## src/rtl/result_stream_tx.sv

```systemverilog
// rtl/result_stream_tx.sv - FIFO-buffered AXI-Stream master for matmul results (RESULT_TX_TLAST_EN enables framing)
module result_stream_tx #(
    parameter int DATA_W    = 32,
    parameter int DEPTH     = 16,
    parameter int BURST_LEN = 16
) (
    input  logic              clk,
    input  logic              rst_n,
    input  logic              w_fifo_en,
    input  logic [DATA_W-1:0] data_in,
    output logic              sm_tvalid,
    output logic [DATA_W-1:0] sm_tdata,
    output logic              sm_tlast,
    input  logic              sm_tready,
    output logic              fifo_full,
    output logic              fifo_empty,
    output logic              overflow,
    output logic              tx_done
);

    localparam int AW = $clog2(DEPTH);

    typedef enum logic {ST_EMPTY, ST_VALID} state_t;

    state_t            state, state_nxt;
    logic [DATA_W-1:0] mem [DEPTH];
    logic [AW-1:0]     rd_ptr, wr_ptr;
    logic [AW:0]       count;
    logic              wr_en;
    logic              pop;

    // Full/empty come from the registered count only; the output register is not counted.
    assign fifo_full  = (count == (AW+1)'(DEPTH));
    assign fifo_empty = (count == '0);
    assign wr_en      = w_fifo_en && !fifo_full;
    assign sm_tvalid  = (state == ST_VALID);

    // Storage array; no reset needed since occupancy gates every read.
    always_ff @(posedge clk) begin
        if (wr_en) mem[wr_ptr] <= data_in;
    end

    // Pointers and occupancy; a simultaneous write and pop leaves the count unchanged.
    always_ff @(posedge clk or negedge rst_n) begin
        if (!rst_n) begin
            wr_ptr <= '0;
            rd_ptr <= '0;
            count  <= '0;
        end else begin
            if (wr_en) wr_ptr <= wr_ptr + 1'b1;
            if (pop)   rd_ptr <= rd_ptr + 1'b1;
            case ({wr_en, pop})
                2'b10:   count <= count + 1'b1;
                2'b01:   count <= count - 1'b1;
                default: count <= count;
            endcase
        end
    end

    // Sticky drop flag: a write attempted against a full FIFO is lost.
    always_ff @(posedge clk or negedge rst_n) begin
        if (!rst_n)                       overflow <= 1'b0;
        else if (w_fifo_en && fifo_full)  overflow <= 1'b1;
    end

    // Output register state.
    always_ff @(posedge clk or negedge rst_n) begin
        if (!rst_n) state <= ST_EMPTY;
        else        state <= state_nxt;
    end

    // Refill the output register whenever it is free or being accepted; tready never feeds tvalid.
    always_comb begin
        state_nxt = state;
        pop       = 1'b0;
        case (state)
            ST_EMPTY: begin
                if (!fifo_empty) begin
                    pop       = 1'b1;
                    state_nxt = ST_VALID;
                end
            end
            ST_VALID: begin
                if (sm_tready) begin
                    if (!fifo_empty) pop       = 1'b1;
                    else             state_nxt = ST_EMPTY;
                end
            end
            default: state_nxt = ST_EMPTY;
        endcase
    end

    // Output data register, loaded from the FIFO head on each pop.
    always_ff @(posedge clk or negedge rst_n) begin
        if (!rst_n)   sm_tdata <= '0;
        else if (pop) sm_tdata <= mem[rd_ptr];
    end

`ifdef RESULT_TX_TLAST_EN
    localparam int BW = (BURST_LEN > 1) ? $clog2(BURST_LEN) : 1;

    logic [BW-1:0] beat_cnt;
    logic          handshake;

    assign handshake = sm_tvalid && sm_tready;
    assign sm_tlast  = sm_tvalid && (beat_cnt == BW'(BURST_LEN - 1));

    // Beat position within the packet, advanced per accepted beat.
    always_ff @(posedge clk or negedge rst_n) begin
        if (!rst_n)         beat_cnt <= '0;
        else if (handshake) beat_cnt <= sm_tlast ? '0 : beat_cnt + 1'b1;
    end

    // Packet-complete pulse, one cycle after the tlast beat is accepted.
    always_ff @(posedge clk or negedge rst_n) begin
        if (!rst_n) tx_done <= 1'b0;
        else        tx_done <= handshake && sm_tlast;
    end
`else
    assign sm_tlast = 1'b0;
    assign tx_done  = 1'b0;
`endif

endmodule

```

## config.mk

```make
export PLATFORM = sky130hd
export DESIGN_NAME = result_stream_tx
export DESIGN_NICKNAME = d
export VERILOG_FILES = /design/src/rtl/result_stream_tx.sv
export SDC_FILE = /design/constraint.sdc
export NUM_CORES = 1
export LEC_CHECK = 0
export BUFFER_PORTS_ARGS = -buffer_cell sky130_fd_sc_hd__buf_2
export CORE_AREA = 2 2 210 212
export CTS_BUF_LIST = sky130_fd_sc_hd__clkbuf_8
export DETAILED_ROUTE_END_ITERATION = 16
export DIE_AREA = 0 0 212 214
export PLACE_DENSITY = 0.76
export SETUP_SLACK_MARGIN = 0.15
export SLEW_MARGIN = 20
export SYNTH_ARGS = -nofsm -noshare
export SYNTH_HDL_FRONTEND = slang
export SYNTH_SLANG_ARGS = --single-unit
```

## constraint.sdc

```tcl
create_clock -name clk -period 3.5 [get_ports clk]
set_input_delay 0.7 -clock clk [delete_from_list [all_inputs] [get_ports clk]]
set_output_delay 0.7 -clock clk [all_outputs]
set_load 0.01 [all_outputs]
```

## Word-level counts from Yosys, hierarchy flattened

Memories as Yosys holds them, arrays and structs flattened. A register that Yosys moved wholly into a read port is not among the register bits.
Index checks and enable logic that the tools add are counted.

- Flip-flop bits (word level): 15
- Bits in latches: 0
- RAM bits: 512
- ROM bits: 0
- Input port bits: 36
- Output and inout bits: 38
- Word-level logic and storage cells: 28
- Memories kept: 1

Memories:

| name | words | bits a word | read ports | clocked after Yosys merged registers in | write ports | RTL line | RTL |
|---|---|---|---|---|---|---|---|
| mem | 16 | 32 | 1 | 1 | 1 | 26 | `logic [DATA_W-1:0] mem [DEPTH];` |

- Add/subtract/negate cells: 4
- Multipliers: 0
- Divide/modulo/power cells: 0
- Order comparisons: 0
- Equality and inequality tests: 3
- Shifts and indexed selects: 0
- Mux-type cells: 8
- Bitwise gates (word level): 1
- Reductions and logical operators: 6

Operators with widths:

| kind | number |
|---|---|
| 5-bit one-hot mux with 2 select lines | 1 |
| 4-bit by 1-bit adder with 4-bit output, second input constant | 2 |
| 5-bit by 1-bit adder with 5-bit output, second input constant | 1 |
| 5-bit == test, second input constant | 1 |
| 5-bit zero test | 1 |
| 1-bit two-way mux | 5 |
| 5-bit by 1-bit subtractor with 5-bit output, second input constant | 1 |
| 1-bit one-hot mux with 2 select lines | 2 |
| 2-bit by 1-bit == test with 1-bit output, second input constant | 1 |
| 2-bit == test, second input constant | 1 |
| 1-bit logical AND | 2 |
| 1-bit zero test | 2 |
| 2-bit nonzero test | 1 |
| 1-bit NOT | 1 |

## Depth between registers and ports, before layout

- Depth in word-level cells: 6
- Depth in mapped cells: 12
- Gate-level depth less buffers: 10

## Least setup slack after synthesis

No wires, ideal clock.

- Path type: input-to-reg
- From: input port w_fifo_en
- To: memory mem[3][0], enable pin
- Setup time: 0.461 ns
- Arrival: 3.575 ns
- Data required time: 3.039 ns
- Path slack: -0.536 ns
- Stages on the path: 3
- Path buffers: 0
- Cell sequence: a21boi_1 -> nand2_1 -> nor3_1

- Cells in the longest elaborated chain, start to end: 3

Ends and longest elaborated chain:

| what | RTL line | RTL |
|---|---|---|
| start: declaration | 9 | `input logic w_fifo_en,` |
| 1-bit logical AND | 35 | `assign wr_en = w_fifo_en && !fifo_full;` |
| 1-bit two-way mux | 40 | `if (wr_en) mem[wr_ptr] <= data_in;` |
| 1-bit two-way mux (not written as such) | 40 |  |
| end: declaration | 26 |  |

Every way passes these cells.

## Worst setup path after layout

- From: register count[1]
- To: register count[4]

- Cells in the longest elaborated chain, start to end: 6
- Elaborated cells between the ends (all ways): 13
- Those cells by class: add/sub: 2; eq/ne: 3; mux: 4; reduce/logical: 4

Ends and longest elaborated chain:

| what | RTL line | RTL |
|---|---|---|
| start: declaration | 28 | `logic [AW:0] count;` |
| start signal: assignment | 53 | `2'b10: count <= count + 1'b1;` |
| start signal: assignment | 54 | `2'b01: count <= count - 1'b1;` |
| start signal: assignment | 55 | `default: count <= count;` |
| 5-bit zero test | 34 | `assign fifo_empty = (count == '0);` |
| 1-bit two-way mux | 78, 85 |  |
| 1-bit two-way mux | 84 | `if (sm_tready) begin` |
| 1-bit one-hot mux with 2 select lines | 76 | `case (state)` |
| 2-bit by 1-bit == test with 1-bit output or 2-bit == test (tied branches) | 52 | `case ({wr_en, pop})` |
| 5-bit one-hot mux with 2 select lines or 2-bit nonzero test (tied branches) | - |  |

Several ways; a longest one is shown, not always the timed one.
A chain may end at the register's enable or synchronous reset.

==> results by group <==
Outcome
  • Run status: finished clean

GRT
  • Total Routing Usage GR: just under 20%
  • Global-route wire length before repair: ~66000 µm
  • Antenna violations before repair: 3
  • Via count of the first global-routing pass: 10800
  • Overflow after GRT: 0
  • Maximum number of pins on one net before global-route repair: 69

Synthesis
  • Synth area leader: edfxtp_1
  • Leading post-synthesis cells by cell area: edfxtp_1 (72%), mux4_2 (13%), dfrtp_1 (5.5%)
  • Yosys top cell area share: around 70%
  • Most used DFF post-synth: edfxtp_1
  • Count of synthesis-stage warnings from yosys: 0
  • Mapped Cells: 967
  • Commonest cells in the netlist: edfxtp_1 (512), mux4_2 (128), o22ai_1 (55)
  • Cell area after synthesis: around 0.021 mm²
  • Syn Area/Cell: ~22 µm²
  • Count of flip-flops with a built-in enable after synthesis: about 500
  • Leading cell type by number of instances after synthesis: edfxtp_1
  • Post-synthesis sequential area ratio: 77.4%
  • Fraction of registers with async set/reset: 8.41%
  • Post-synth cell types: roughly 40
  • Number of synthesized register bits: around 560

STA
  • Clock period minus final worst setup slack: ~3 ns
  • FMAX: approximately 0.32 GHz
  • Final cycle utilization of the critical path: roughly nine tenths
  • Fin Clk Skew: approximately 0.029 ns
  • Accumulated negative setup slack: 0 ns
  • Unrepaired setup endpoints after global routing: false
  • Total of endpoints with negative setup slack in the final report: 0
  • Worst Max-Slew Pin Slew: between 1 and 1.5 ns
  • Headroom to the max-slew limit: between 30% and 40%
  • Pins over their slew limit: 0
  • Final Hold Viols: 0

Pwr
  • Total power per unit cell area: about 790 mW/mm²
  • IR Drop Worst-Case VDD: around 0.45 mV
  • Leak: ~8.0 nW

CTS
  • TritonCTS clock tree: yes
  • H-tree levels: 3
  • TritonCTS buffer count: 86
  • Num Clock Sinks: roughly 560
  • Number of buffers added for setup after CTS: 0
  • Deepest clock path buffer count: 3
  • Root Buffer Master: clkbuf_8
  • Clock slew seen by the registers of the worst setup and hold paths: around 0.06 ns
  • Worst-skew pair later-pin latency: slightly above 0.6 ns

Drt
  • # DRC: 0
  • Detailed Routing Iterations Pass 1: 5
  • Per-cell via count in the routed design: about 5.8
  • Post-detailed-route count of antenna-violating nets: 0
  • Initial DRC count: 1130
  • WL final: around 43000 µm
  • Total number of vias: slightly above 10000
  • WL per Instance: roughly 24 µm

Floorplanning
  • Row count: between 70 and 80
  • Die width: between 200 and 250 µm
  • Core Footprint: 0.0429 mm²
  • Die area: roughly 0.045 mm²
  • Io pins: 74
  • Initial cell density of the core: around half
  • Height of the die: around 210 µm

Final layout
  • Share of layout cells above drive strength 1: ~36%
  • Relative area change from synthesis to final layout: 14.5%
  • Design Area, Final: ~0.024 mm²
  • Fill cells: approximately 3000
  • Count of nets after finishing: roughly 1200

Placement
  • Routability Congestion: 0.738
  • IO buf count: 71
  • HPWL after detailed placement: ~25000 µm
  • Instance area after placement: between 0.02 and 0.025 mm²

Critical path
  • Type of the worst setup path: reg2reg
  • RR Startpoint: count[1]
  • Data arrival at the endpoint of the critical path: around 3.6 ns
  • Worst setup SP type: register
  • List of cells traversed by the critical path: nor4_2 -> a21boi_1 -> buf_4 -> inv_1 -> ha_1 -> xor2_1 -> ha_1 -> nor2b_1 -> o21ai_0 -> a21oi_1 -> nor4b_1
  • Critical-path maximum fanout: 10
  • Reg2Reg Capture Point: count[4]
  • Most frequent CP cell: ha_1
  • CP Data Required Time: about 4 ns
  • Endpoint class of the critical path: register
  • Highest-delay cell along the critical path: nor4_2
  • Slowest Stage Delay on Critical Path: 0.51 ns
  • Reg2Reg Setup Slack: roughly 0.42 ns
  • Depth of the worst register-to-register path: 11

Min path
  • Worst min-delay path category: in2async

Job
  • Max Cap Violations: 0
==> flip-flops by register name, indices dropped and copies added (netlist names) <==
register   flops
sm_tvalid      1
mem          512
sm_tdata      32
rd_ptr         4
overflow       1
count          5
wr_ptr         4
==> kinds of logic after synthesis <==
kind of cell / share of synthesized area, %
multiplexers: 15.3
other: 0.0175
XOR/XNOR: 0.410
buffers and inverters: 1.67
adder cells (fa/ha/maj): 0.527
AO/OA/AOI/OAI: 3.49
flip-flops: 77.4
AND/OR/NAND/NOR: 1.16
==> report_power, final <==
part | switching (W) | internal (W) | leakage, nW | total [W]
sequential | 0.000690 | 0.00818 | 5.15 | 0.00887
combinational | 0.00259 | 0.00258 | 1.92 | 0.00518
clock | 0.00240 | 0.00278 | 0.941 | 0.00518
total | 0.00569 | 0.0135 | 8.00 | 0.0192
==> stage by stage <==
step	setup WS (ns)	utilization [%]	total power (W)	instances	hold slack, ns
after global routing	0.169	57.0	0.0201	1771	0.0855
after CTS	0.239	57.0	0.0194	1770	0.247
after detailed placement	0.198	53.1	0.0142	1610	0.455
final	0.415	57.1	0.0192	1772	0.0823
after global placement	0.446	53.1	0.0141	1610	0.437
after floorplan	0.317	-	0.0125	968	0.404
==> placed cells by master, fill, tap and decap left out, types with 2 or more instances in the layout <==
cell type | synthesis | final
clkbuf_8 | 0 | 94
o22ai_2 | 9 | 9
xnor2_1 | 6 | 6
dfrtp_1 | 47 | 44
buf_12 | 0 | 12
nor2b_1 | 3 | 3
nor2_4 | 0 | 12
o21ai_0 | 4 | 4
a21oi_1 | 33 | 33
a21oi_2 | 2 | 2
nor3_4 | 0 | 4
inv_1 | 5 | 29
dfrtp_4 | 0 | 2
o22ai_1 | 55 | 55
buf_2 | 16 | 70
mux4_2 | 128 | 128
edfxtp_1 | 512 | 512
buf_4 | 2 | 34
nand2_1 | 10 | 10
nand4_1 | 2 | 2
clkinvlp_4 | 0 | 5
xor2_1 | 4 | 4
clkinv_1 | 0 | 21
conb_1 | 1 | 2
nand2b_1 | 5 | 4
bufinv_16 | 0 | 4
diode_2 | 0 | 2
nor2_1 | 18 | 6
ha_1 | 9 | 9
mux2_2 | 34 | 34
clkinv_2 | 0 | 11
==> routing by layer <==
| layer | global-route usage (%) | part of all wire [%] |
|---|---|---|
| met4 | 6.50 | 2.0 |
| met2 | 31.4 | 50 |
| met3 | 4.35 | 7.9 |
| met1 | 27.2 | 40 |
| met5 | 0 | 0.030 |
==> repair_timing <==
item	CTS	global route
endpoints found under the setup margin	0	1
endpoints found under the hold margin	0	0
hold buffers	0	0
resized for setup	0	1
==> area by class of cell <==
cell class              count  area, µm²  share of cell area [%]
repair buffers            116        846                    3.46
multi-input cells         345       4620                    18.9
clock inverters            66        390                    1.60
clock buffers              94       1290                    5.29
inverters                   5       18.8                  0.0767
flip-flops and latches    559      16600                    67.7
well taps                 585        732                    2.99
diodes                      2       5.00                  0.0205
==> critical path: cells and delay by family, from the launching register on <==
| kind | cells | cell delay [ns] |
|---|---|---|
| xor+xnor | 1 | 0.13 |
| flops | 1 | 0.47 |
| simple gates | 3 | 0.97 |
| fa+ha+maj | 2 | 0.61 |
| buf+inv | 2 | 0.28 |
| compound gates | 3 | 0.53 |
==> how the worst max path moves through the flow <==
| stage | endpoint | start | cells after the start | slack [ns] |
|---|---|---|---|---|
| final | count[4] | count[1] | 11 | 0.42 |
| after global routing | count[4] | count[1] | 11 | 0.17 |
| after CTS | count[4] | count[1] | 11 | 0.24 |
| after detailed placement | count[4] | count[1] | 11 | 0.20 |
| after global placement | count[4] | count[1] | 11 | 0.45 |
| after floorplan | mem[15][0] | w_fifo_en | 3 | 0.32 |
Note: power is estimated with default switching activity, not from simulation.
